$ cat config.mk
export PLATFORM = sky130hd
export DESIGN_NAME = mfcc_log2_iter
export DESIGN_NICKNAME = d
export VERILOG_FILES = /design/src/rtl/mfcc_pkg.sv /design/src/rtl/mfcc_lod.sv /design/src/rtl/mfcc_log2_iter.sv
export SDC_FILE = /design/constraint.sdc
export NUM_CORES = 1
export LEC_CHECK = 0
export CAP_MARGIN = 20
export CORE_MARGIN = 3
export CORE_UTILIZATION = 50
export CTS_CLUSTER_DIAMETER = 120
export DETAILED_ROUTE_END_ITERATION = 8
export PLACE_DENSITY = 0.74
export SYNTH_ARGS = -nofsm -noshare
export SYNTH_HDL_FRONTEND = slang
export SYNTH_SLANG_ARGS = --single-unit
$ cat constraint.sdc
create_clock -name clk -period 9.5 [get_ports clk]
set_clock_uncertainty 0.1 [all_clocks]
set_input_delay 1.425 -clock clk [delete_from_list [all_inputs] [get_ports clk]]
set_output_delay 1.425 -clock clk [all_outputs]
set_load 0.02 [all_outputs]
$ cat src/rtl/mfcc_pkg.sv
// mfcc_pkg: shared types, constants and helpers for the MFCC front-end
// log stage.
//   state_e    - controller states of the iterative log unit
//   LN2_Q16    - ln(2) in Q16, used to convert log2 to ln
//   sat_res_t  - clipped value plus a flag saying whether clipping happened
//   calc_mant_f(), sat_clip() - helper functions
package mfcc_pkg;

  typedef enum logic [2:0] {
    IDLE  = 3'd0,
    NORM  = 3'd1,
    SQR   = 3'd2,
    SCALE = 3'd3,
    DONE  = 3'd4
  } state_e;

  localparam int LN2_Q16 = 45426;

  typedef struct packed {
    logic               sat;
    logic signed [63:0] val;
  } sat_res_t;

  // Mantissa fraction bits carried through the squaring loop.
  function automatic int calc_mant_f(input int out_q, input int guard);
    return out_q + guard;
  endfunction

  // Clip a signed value to the range of a w-bit two's complement number.
  function automatic sat_res_t sat_clip(input logic signed [63:0] v, input int w);
    sat_res_t           r;
    logic signed [63:0] hi;
    logic signed [63:0] lo;
    hi = (64'sd1 <<< (w - 1)) - 64'sd1;
    lo = -(64'sd1 <<< (w - 1));
    r.sat = 1'b0;
    r.val = v;
    if (v > hi) begin
      r.sat = 1'b1;
      r.val = hi;
    end else if (v < lo) begin
      r.sat = 1'b1;
      r.val = lo;
    end
    return r;
  endfunction

endpackage

$ cat src/rtl/mfcc_lod.sv
// mfcc_lod: combinational leading-one detector.
//   data_i  [W]  - word to search
//   pos_o   [PW] - bit index of the most significant 1
//   valid_o      - 1 when data_i contains at least one 1
module mfcc_lod #(
  parameter  int W  = 31,
  localparam int PW = (W > 1) ? $clog2(W) : 1
) (
  input  logic [W-1:0]  data_i,
  output logic [PW-1:0] pos_o,
  output logic          valid_o
);

  // Ascending scan: the last hit is the most significant one.
  always_comb begin
    pos_o   = '0;
    valid_o = 1'b0;
    for (int i = 0; i < W; i++) begin
      if (data_i[i]) begin
        pos_o   = PW'(i);
        valid_o = 1'b1;
      end
    end
  end

endmodule

$ cat src/rtl/mfcc_log2_iter.sv
// mfcc_log2_iter: iterative fixed-point log2 (optionally ln) of one
// non-negative mel-energy sample per handshake.
//   clk, rst              - clock, synchronous active-high reset
//   in_valid/in_ready     - input handshake; in_data Q(IN_Q), in_ch tag
//   out_valid/out_ready   - output handshake
//   out_data              - log result Q(OUT_Q), signed
//   out_ch                - channel tag captured with the sample
//   out_zero              - input was <= 0, out_data is the most negative value
//   out_sat               - result was clipped to OUT_W bits
// Build option: define LOG_LN_SCALE_EN to convert the result to natural log
// in an extra SCALE cycle.
//
// state | meaning
// IDLE  | ready for a sample
// NORM  | leading-one normalisation, zero/negative detection
// SQR   | one squaring iteration (one result bit) per cycle
// SCALE | multiply by ln2 (LOG_LN_SCALE_EN builds only)
// DONE  | result held until out_ready
module mfcc_log2_iter
  import mfcc_pkg::*;
#(
  parameter int IN_W  = 32,
  parameter int IN_Q  = 30,
  parameter int OUT_W = 16,
  parameter int OUT_Q = 11,
  parameter int CH_W  = 5,
  parameter int GUARD = 4
) (
  input  logic             clk,
  input  logic             rst,
  input  logic             in_valid,
  output logic             in_ready,
  input  logic [IN_W-1:0]  in_data,
  input  logic [CH_W-1:0]  in_ch,
  output logic             out_valid,
  input  logic             out_ready,
  output logic [OUT_W-1:0] out_data,
  output logic [CH_W-1:0]  out_ch,
  output logic             out_zero,
  output logic             out_sat
);

  localparam int MANT_F = calc_mant_f(OUT_Q, GUARD);
  localparam int MW     = MANT_F + 1;             // Q1.MANT_F mantissa width
  localparam int LW     = IN_W - 1;               // magnitude bits of the sample
  localparam int PW     = (LW > 1) ? $clog2(LW) : 1;
  localparam int EXT_W  = LW + MW;
  localparam int CW     = $clog2(OUT_Q + 1);

  state_e             state_q, state_d;
  logic [IN_W-1:0]    sample_q, sample_d;
  logic [CH_W-1:0]    ch_q, ch_d;
  logic signed [31:0] int_q, int_d;
  logic [MW-1:0]      mant_q, mant_d;
  logic [OUT_Q-1:0]   frac_q, frac_d;
  logic [CW-1:0]      cnt_q, cnt_d;
  logic               out_valid_q, out_valid_d;
  logic [OUT_W-1:0]   out_data_q, out_data_d;
  logic [CH_W-1:0]    out_ch_q, out_ch_d;
  logic               out_zero_q, out_zero_d;
  logic               out_sat_q, out_sat_d;

  logic [PW-1:0]      lod_pos;
  logic               lod_valid;
  logic [EXT_W-1:0]   ext_sh;
  logic [MW-1:0]      mant_norm;
  logic [2*MW-1:0]    sq;
  logic [MW:0]        sq_t;
  logic               sq_ge2;
  logic [MW-1:0]      mant_nx;
  logic [OUT_Q:0]     frac_ext;
  logic [OUT_Q-1:0]   frac_nx;
  logic [OUT_Q-1:0]   frac_fin;
  logic signed [63:0] res_raw;
  logic signed [63:0] sat_in;
  sat_res_t           res_sat;
  logic [OUT_W-1:0]   res_out;

  mfcc_lod #(.W(LW)) u_lod (
    .data_i  (sample_q[LW-1:0]),
    .pos_o   (lod_pos),
    .valid_o (lod_valid)
  );

  // Datapath: normalisation, one squaring step, result assembly.
  always_comb begin
    // Move the leading one to the top of the extended word; the top MW bits
    // are then the mantissa in [1,2), lower bits truncated.
    ext_sh    = {sample_q[LW-1:0], {MW{1'b0}}} << (PW'(LW - 1) - lod_pos);
    mant_norm = MW'(ext_sh >> (EXT_W - MW));

    // m^2 is Q2.(2*MANT_F); keep Q2.MANT_F.
    sq       = mant_q * mant_q;
    sq_t     = (MW + 1)'(sq >> MANT_F);
    sq_ge2   = sq_t[MW];
    mant_nx  = sq_ge2 ? sq_t[MW:1] : sq_t[MW-1:0];
    frac_ext = {frac_q, sq_ge2};
    frac_nx  = frac_ext[OUT_Q-1:0];

`ifdef LOG_LN_SCALE_EN
    frac_fin = frac_q;
`else
    frac_fin = frac_nx;
`endif

    // Low OUT_Q bits of the shifted integer part are zero, so OR is an add.
    res_raw = (64'(int_q) <<< OUT_Q) | 64'(frac_fin);
  end

`ifdef LOG_LN_SCALE_EN
  logic signed [63:0] prod;
  logic signed [63:0] scaled;

  // ln(x) = log2(x) * ln2, rounded half away from zero.
  always_comb begin
    prod = res_raw * 64'(LN2_Q16);
    if (prod < 0) begin
      scaled = -((-prod + 64'sd32768) >>> 16);
    end else begin
      scaled = (prod + 64'sd32768) >>> 16;
    end
    sat_in = scaled;
  end
`else
  always_comb begin
    sat_in = res_raw;
  end
`endif

  always_comb begin
    res_sat = sat_clip(sat_in, OUT_W);
    res_out = OUT_W'(res_sat.val);
  end

  // Next-state / register-update logic.
  always_comb begin
    state_d     = state_q;
    sample_d    = sample_q;
    ch_d        = ch_q;
    int_d       = int_q;
    mant_d      = mant_q;
    frac_d      = frac_q;
    cnt_d       = cnt_q;
    out_valid_d = out_valid_q;
    out_data_d  = out_data_q;
    out_ch_d    = out_ch_q;
    out_zero_d  = out_zero_q;
    out_sat_d   = out_sat_q;

    unique case (state_q)
      IDLE: begin
        if (in_valid) begin
          sample_d = in_data;
          ch_d     = in_ch;
          state_d  = NORM;
        end
      end

      NORM: begin
        if (sample_q[IN_W-1] || !lod_valid) begin
          out_valid_d = 1'b1;
          out_data_d  = {1'b1, {(OUT_W-1){1'b0}}};
          out_ch_d    = ch_q;
          out_zero_d  = 1'b1;
          out_sat_d   = 1'b0;
          state_d     = DONE;
        end else begin
          int_d   = 32'(lod_pos) - 32'(IN_Q);
          mant_d  = mant_norm;
          frac_d  = '0;
          cnt_d   = '0;
          state_d = SQR;
        end
      end

      SQR: begin
        mant_d = mant_nx;
        frac_d = frac_nx;
        cnt_d  = cnt_q + 1'b1;
        if (cnt_q == CW'(OUT_Q - 1)) begin
`ifdef LOG_LN_SCALE_EN
          state_d = SCALE;
`else
          out_valid_d = 1'b1;
          out_data_d  = res_out;
          out_ch_d    = ch_q;
          out_zero_d  = 1'b0;
          out_sat_d   = res_sat.sat;
          state_d     = DONE;
`endif
        end
      end

`ifdef LOG_LN_SCALE_EN
      SCALE: begin
        out_valid_d = 1'b1;
        out_data_d  = res_out;
        out_ch_d    = ch_q;
        out_zero_d  = 1'b0;
        out_sat_d   = res_sat.sat;
        state_d     = DONE;
      end
`endif

      DONE: begin
        if (out_ready) begin
          out_valid_d = 1'b0;
          state_d     = IDLE;
        end
      end

      default: state_d = IDLE;
    endcase
  end

  always_ff @(posedge clk) begin
    if (rst) begin
      state_q     <= IDLE;
      sample_q    <= '0;
      ch_q        <= '0;
      int_q       <= '0;
      mant_q      <= '0;
      frac_q      <= '0;
      cnt_q       <= '0;
      out_valid_q <= 1'b0;
      out_data_q  <= '0;
      out_ch_q    <= '0;
      out_zero_q  <= 1'b0;
      out_sat_q   <= 1'b0;
    end else begin
      state_q     <= state_d;
      sample_q    <= sample_d;
      ch_q        <= ch_d;
      int_q       <= int_d;
      mant_q      <= mant_d;
      frac_q      <= frac_d;
      cnt_q       <= cnt_d;
      out_valid_q <= out_valid_d;
      out_data_q  <= out_data_d;
      out_ch_q    <= out_ch_d;
      out_zero_q  <= out_zero_d;
      out_sat_q   <= out_sat_d;
    end
  end

  // Gated by rst so the unit never looks ready while reset is held.
  assign in_ready  = (state_q == IDLE) && !rst;
  assign out_valid = out_valid_q;
  assign out_data  = out_data_q;
  assign out_ch    = out_ch_q;
  assign out_zero  = out_zero_q;
  assign out_sat   = out_sat_q;

endmodule

[Yosys cells after proc, flatten, opt, wreduce, memory -nomap -nowiden]
Index checks and enable logic that the tools add are counted.
Word-level totals
  input port bits: 41
  word-level logic and storage cells: 133
  flip-flop bits (word level): 126
Operators by class
  muxes and demuxes: 90
  $lt $le $gt $ge: 2
  shifts and indexed selects: 1
  $add $sub $neg: 3
  equal/unequal tests: 9
  reductions and logical operators: 13
  bitwise gates (word level): 2
  $mul: 1
Operators with widths (number)
  65-bit two-way mux: 2
  5-bit two-way mux: 17
  64-bit by 16-bit greater-than comparator with 1-bit output, second input constant: 1
  64-bit by 16-bit less-than comparator with 1-bit output, second input constant: 1
  16-bit two-way mux: 4
  64-bit by 11-bit bitwise OR with 64-bit output: 1
  16-bit case mux with 2 select lines: 2
  47-bit by 5-bit << shifter with 47-bit output: 1
  1-bit two-way mux: 38
  4-bit two-way mux: 9
  16-bit by 16-bit multiplier with 32-bit output: 1
  3-bit two-way mux: 8
  10-bit case mux with 2 select lines: 1
  3-bit case mux with 4 select lines: 1
  10-bit two-way mux: 1
  2-bit inequality test, second input constant: 5
  5-bit case mux with 2 select lines: 1
  4-bit case mux with 2 select lines: 1
  2-bit AND reduction: 3
  3-bit AND reduction: 2
  5-bit by 5-bit subtractor with 6-bit output, second input constant: 1
  5-bit subtractor, first input constant: 1
  4-bit by 1-bit adder with 4-bit output, second input constant: 1
  4-bit == test, second input constant: 1
  14 further kinds: 17

[Logic depth before layout (Yosys ltp)]
  depth in word-level cells: 35
  mapped depth: 27
  depth with buffers taken out: 25

[Modules after synthesis]
Synthesis repeated with hierarchy kept, for this count alone.
Unflattened totals
  cell total of the unflattened synthesis: 1526
  area total of the unflattened synthesis: 12914.9 um2
Modules (own cells, without submodules)
  mfcc_log2_iter: sequential area each 2001.9 um2, cells each 1463, times used 1, area each 12539.5 um2
  mfcc_lod: sequential area each 0.0 um2, cells each 63, times used 1, area each 375.4 um2

[Least setup slack after synthesis]
No wires, ideal clock.
  path kind: flip-flop to flip-flop
  from: reg mant_q[4]
  to: reg mant_q[11]
  path buffers: 3
  data required time: 9.325 ns
  path slack: 2.508 ns
  clock period less this slack: 6.992 ns
  stages on the path, launching flop included: 24
  setup time: 0.075 ns
  arrival time: 6.818 ns
  cell sequence: dfxtp_1 -> clkbuf_1 -> clkbuf_1 -> nand2_1 -> fa_1 -> inv_1 -> fa_1 -> fa_1 -> fa_1 -> fa_1 -> inv_1 -> fa_1 -> inv_1 -> ha_1 -> o21a_1 -> o21ai_2 -> a2111oi_4 -> o2111ai_1 -> a21oi_4 -> nor2_1 -> a311oi_4 -> buf_4 -> mux2_2 -> o22ai_1
On the way
  longest elaborated chain between the ends: 3
Ends and longest elaborated chain
  start: declaration: RTL line mfcc_log2_iter.sv:54  | logic [MW-1:0] mant_q, mant_d;
  start signal: assignment: RTL line mfcc_log2_iter.sv:235  | mant_q <= mant_d;
  16-bit by 16-bit multiplier with 32-bit output: RTL line mfcc_log2_iter.sv:93  | sq = mant_q * mant_q;
  16-bit two-way mux: RTL line mfcc_log2_iter.sv:96  | mant_nx = sq_ge2 ? sq_t[MW:1] : sq_t[MW-1:0];
  16-bit case mux with 2 select lines: RTL line mfcc_log2_iter.sv:150  | unique case (state_q)
No other way between the ends.
A chain may end at the register's enable or synchronous reset.

[Worst setup path after layout]
  from: reg mant_q[9]
  to: reg mant_q[5]
The elaborated chain is that of the path after synthesis.

==> results.py <==
metrics = {
    "run_status": {
        "outcome": "finished clean",
    },
    "clocking": {
        "clockBufferDepth": 2,
        "cts.repair.resized": 0,
        "post_cts_buffers": 0,
        "tritoncts.num_buffers": 9,
        "cts_tree": "built",
        "clk-insertion-delay-late_ps": 360,
        "cts_root_buf": "clkbuf_16",
        "htreeDepth": 3,
        "numClockSinks": 100,
        "hold_buffers": 0,
        "clk_pin_slew_ps": 80,
    },
    "route": {
        "wl_per_cell_microns": 16.8,
        "firstDrtPassIters": 6,
        "vias": 10987,
        "first_iter_violations": 685,
        "finalWirelength_microns": 32500,
        "drc_errors": 0,
        "final_antenna_net_count": 0,
        "vias_per_cell": 5.68,
    },
    "power_and_ir_drop": {
        "power_density_mw_per_mm2": 158,
        "total_power_mw": 2.29,
        "vdd_ir_drop_max_mv": 0.142,
        "leakage_nw": 6.96,
    },
    "global_routing": {
        "grt_max_degree": 102,
        "grt_pass1_vias": 11300,
        "track_usage": 0.231,
        "antenna_found_initial": 0,
        "grt_pass1_wl_microns": 54800,
        "overflow": 0,
    },
    "layout": {
        "layout-drive-gt1-share": 0.0532,
        "instances_no_fill": 1933,
        "layout.nets": 1903,
        "n_antenna_cell": 0,
        "final_cell_mix": "inv_1 (258), nand2_1 (223), fa_1 (164)",
        "syn2layout_area_growth_pct": 7.99,
        "final_common_cell": "inv_1",
    },
    "synthesis": {
        "async_reset_ff_frac": 0,
        "ys.flop_type": "dfxtp_1",
        "synth_top_area_share": 0.245,
        "synth_edf_count": 0,
        "yosysTopAreaCell": "fa_1",
        "seq_area_frac_synth": 0.150,
        "netlist_instances": 1599,
        "synth_cell_type_count": 101,
        "synth-seq-cells": 100,
        "syn_nets": 1909,
        "ys_top_cells_by_area": "fa_1 (25%), dfxtp_1 (15%), ha_1 (9.8%), inv_1 (7.2%), nand2_1 (6.3%)",
        "yosysWarnings": 0,
        "syn_area_sq_mm": 0.0134,
        "syn_avg_cell_area_sq_um": 8.37,
    },
    "worst_hold_path": {
        "hp-class": "reg2reg",
        "min_from": "ch_q[2]$_SDFFE_PP0P_",
        "hold_end": "ch_q[2]$_SDFFE_PP0P_",
        "min_path_cells": 2,
    },
    "critical_path": {
        "r2r-start": "mant_q[9]$_SDFFE_PP0P_",
        "reg2regPathDepth": 24,
        "crit_path_end_kind": "flip-flop",
        "critPathKind": "reg2reg",
        "crit_arrival_ps": 7610,
        "crit_cells": 24,
        "critPathLaunchType": "flip-flop",
        "worstPathCellList": "and2_1, inv_1, fa_1, inv_1, fa_1, inv_1, fa_1, inv_1, fa_1, fa_1, inv_1, fa_1, inv_1, ha_1, a22oi_1, o211ai_1, a211oi_1, o31a_1, a21oi_4, a311oi_4, buf_4, mux2_1, a21oi_1, a211oi_1",
        "r2r-end": "mant_q[5]$_SDFFE_PP0P_",
        "crit_family": "adder cells",
        "path_max_fanout": 26,
        "critPathMaxStageDelay_ps": 890,
        "slowest_stage": "dfxtp_1",
        "required_ps": 9590,
        "worst-path-buf-inv": 7,
        "rrSetupSlack_ps": 1990,
    },
    "sta": {
        "tns_ps": 0,
        "slew_headroom": 0.264,
        "fin_crit_sh": 0.791,
        "worst_slew_pin_slew_ps": 1100,
        "fin_ws_ps": 1990,
        "setup_violations": 0,
        "finalCriticalPeriod_ps": 7510,
        "hold_violations": 0,
        "rsz0062_at_grt": "false",
        "drv_slew": 0,
        "fmax_mhz": 133,
    },
    "place": {
        "place_ws_ps": 2050,
        "dp.cells": 1917,
        "numPortBuffers": 65,
        "globalplace.congestion": 0.901,
        "dp_hpwl_microns": 25300,
    },
    "floorplanning": {
        "initial_core_util": 0.511,
        "die_w_microns": 170,
        "die_h_microns": 170,
        "die_area_sq_mm": 0.0288,
        "std_cell_rows": 59,
        "core_area_sq_mm": 0.0262,
        "pin_count": 66,
    },
    "flow_run": {
        "cap_violations": 0,
    },
}
## through the flow
stage,util,hold WS (ps),instance area [sq um]
2_1_floorplan,-,329,13400
3_3_place_gp,0.540,343,14100
3_5_place_dp,0.540,347,14100
4_1_cts,0.552,361,14500
5_1_grt,0.552,379,14500
6_report,0.552,361,14500
## power by group
group	internal, mW	total, mW	switching (mW)
Sequential	0.448	0.547	0.0997
Combinational	0.530	1.36	0.833
Clock	0.190	0.381	0.190
Total	1.17	2.29	1.12
## sequential cells by signal, summed over array words and instances, names as in the netlist
register   flops
cnt_q          4
int_q          6
out_valid      1
mant_q        16
out_zero       1
frac_q        10
out_sat        1
ch_q           5
out_ch         5
out_data      16
state_q        3
sample_q      32
## worst register-to-register path: stages (launching register included)
cell	delay (ps)
dfxtp_1	890
and2_1	290
inv_1	70
fa_1	500
inv_1	50
fa_1	500
inv_1	50
fa_1	470
inv_1	50
fa_1	500
fa_1	540
inv_1	60
fa_1	530
inv_1	40
ha_1	290
a22oi_1	160
o211ai_1	140
a211oi_1	420
o31a_1	350
a21oi_4	110
a311oi_4	290
buf_4	350
mux2_1	370
a21oi_1	150
a211oi_1	90
## metal layers
layer,up-vias,GRT usage,share of wire
met4,0,0.0818,0.030
met1,5295,0.305,0.43
met3,75,0.0361,0.063
li1,5229,-,-
met5,-,0,0
met2,388,0.388,0.48
## worst max-delay path by stage
stage	from	endpoint
after global placement	mant_q[9]$_SDFFE_PP0P_	mant_q[5]$_SDFFE_PP0P_
final	mant_q[9]$_SDFFE_PP0P_	mant_q[5]$_SDFFE_PP0P_
after global routing	mant_q[9]$_SDFFE_PP0P_	mant_q[3]$_SDFFE_PP0P_
after floorplan	mant_q[4]$_SDFFE_PP0P_	mant_q[11]$_SDFFE_PP0P_
after detailed placement	mant_q[9]$_SDFFE_PP0P_	mant_q[5]$_SDFFE_PP0P_
after CTS	mant_q[9]$_SDFFE_PP0P_	mant_q[5]$_SDFFE_PP0P_
## Yosys cell counts, types with 17 or more instances
master / count
inv_1: 258
nor2_1: 109
mux2i_1: 52
dfxtp_1: 100
o21ai_0: 36
fa_1: 164
ha_1: 105
and2_1: 45
o211ai_1: 18
nand3_1: 17
nand2_1: 223
a21oi_1: 102
buf_2: 18
clkbuf_1: 67
nor3_1: 17
## cell families after synthesis
logic type	after synthesis	synth area share
xor+xnor	30	0.0236
mux	68	0.0596
fa+ha+maj	270	0.344
compound gates	288	0.149
buf+inv	356	0.105
flops	100	0.150
simple gates	487	0.170
## area by class of cell
class                           count  area (sq um)
Fill cell                        2393         11800
Multi-Input combinational cell   1143          9990
Clock inverter                      7          91.3
Clock buffer                        9           225
Timing Repair Buffer               78           746
Sequential cell                   100          2000
Tap cell                          335           419
Inverter                          261           980
(Power assumes the default switching activity.)
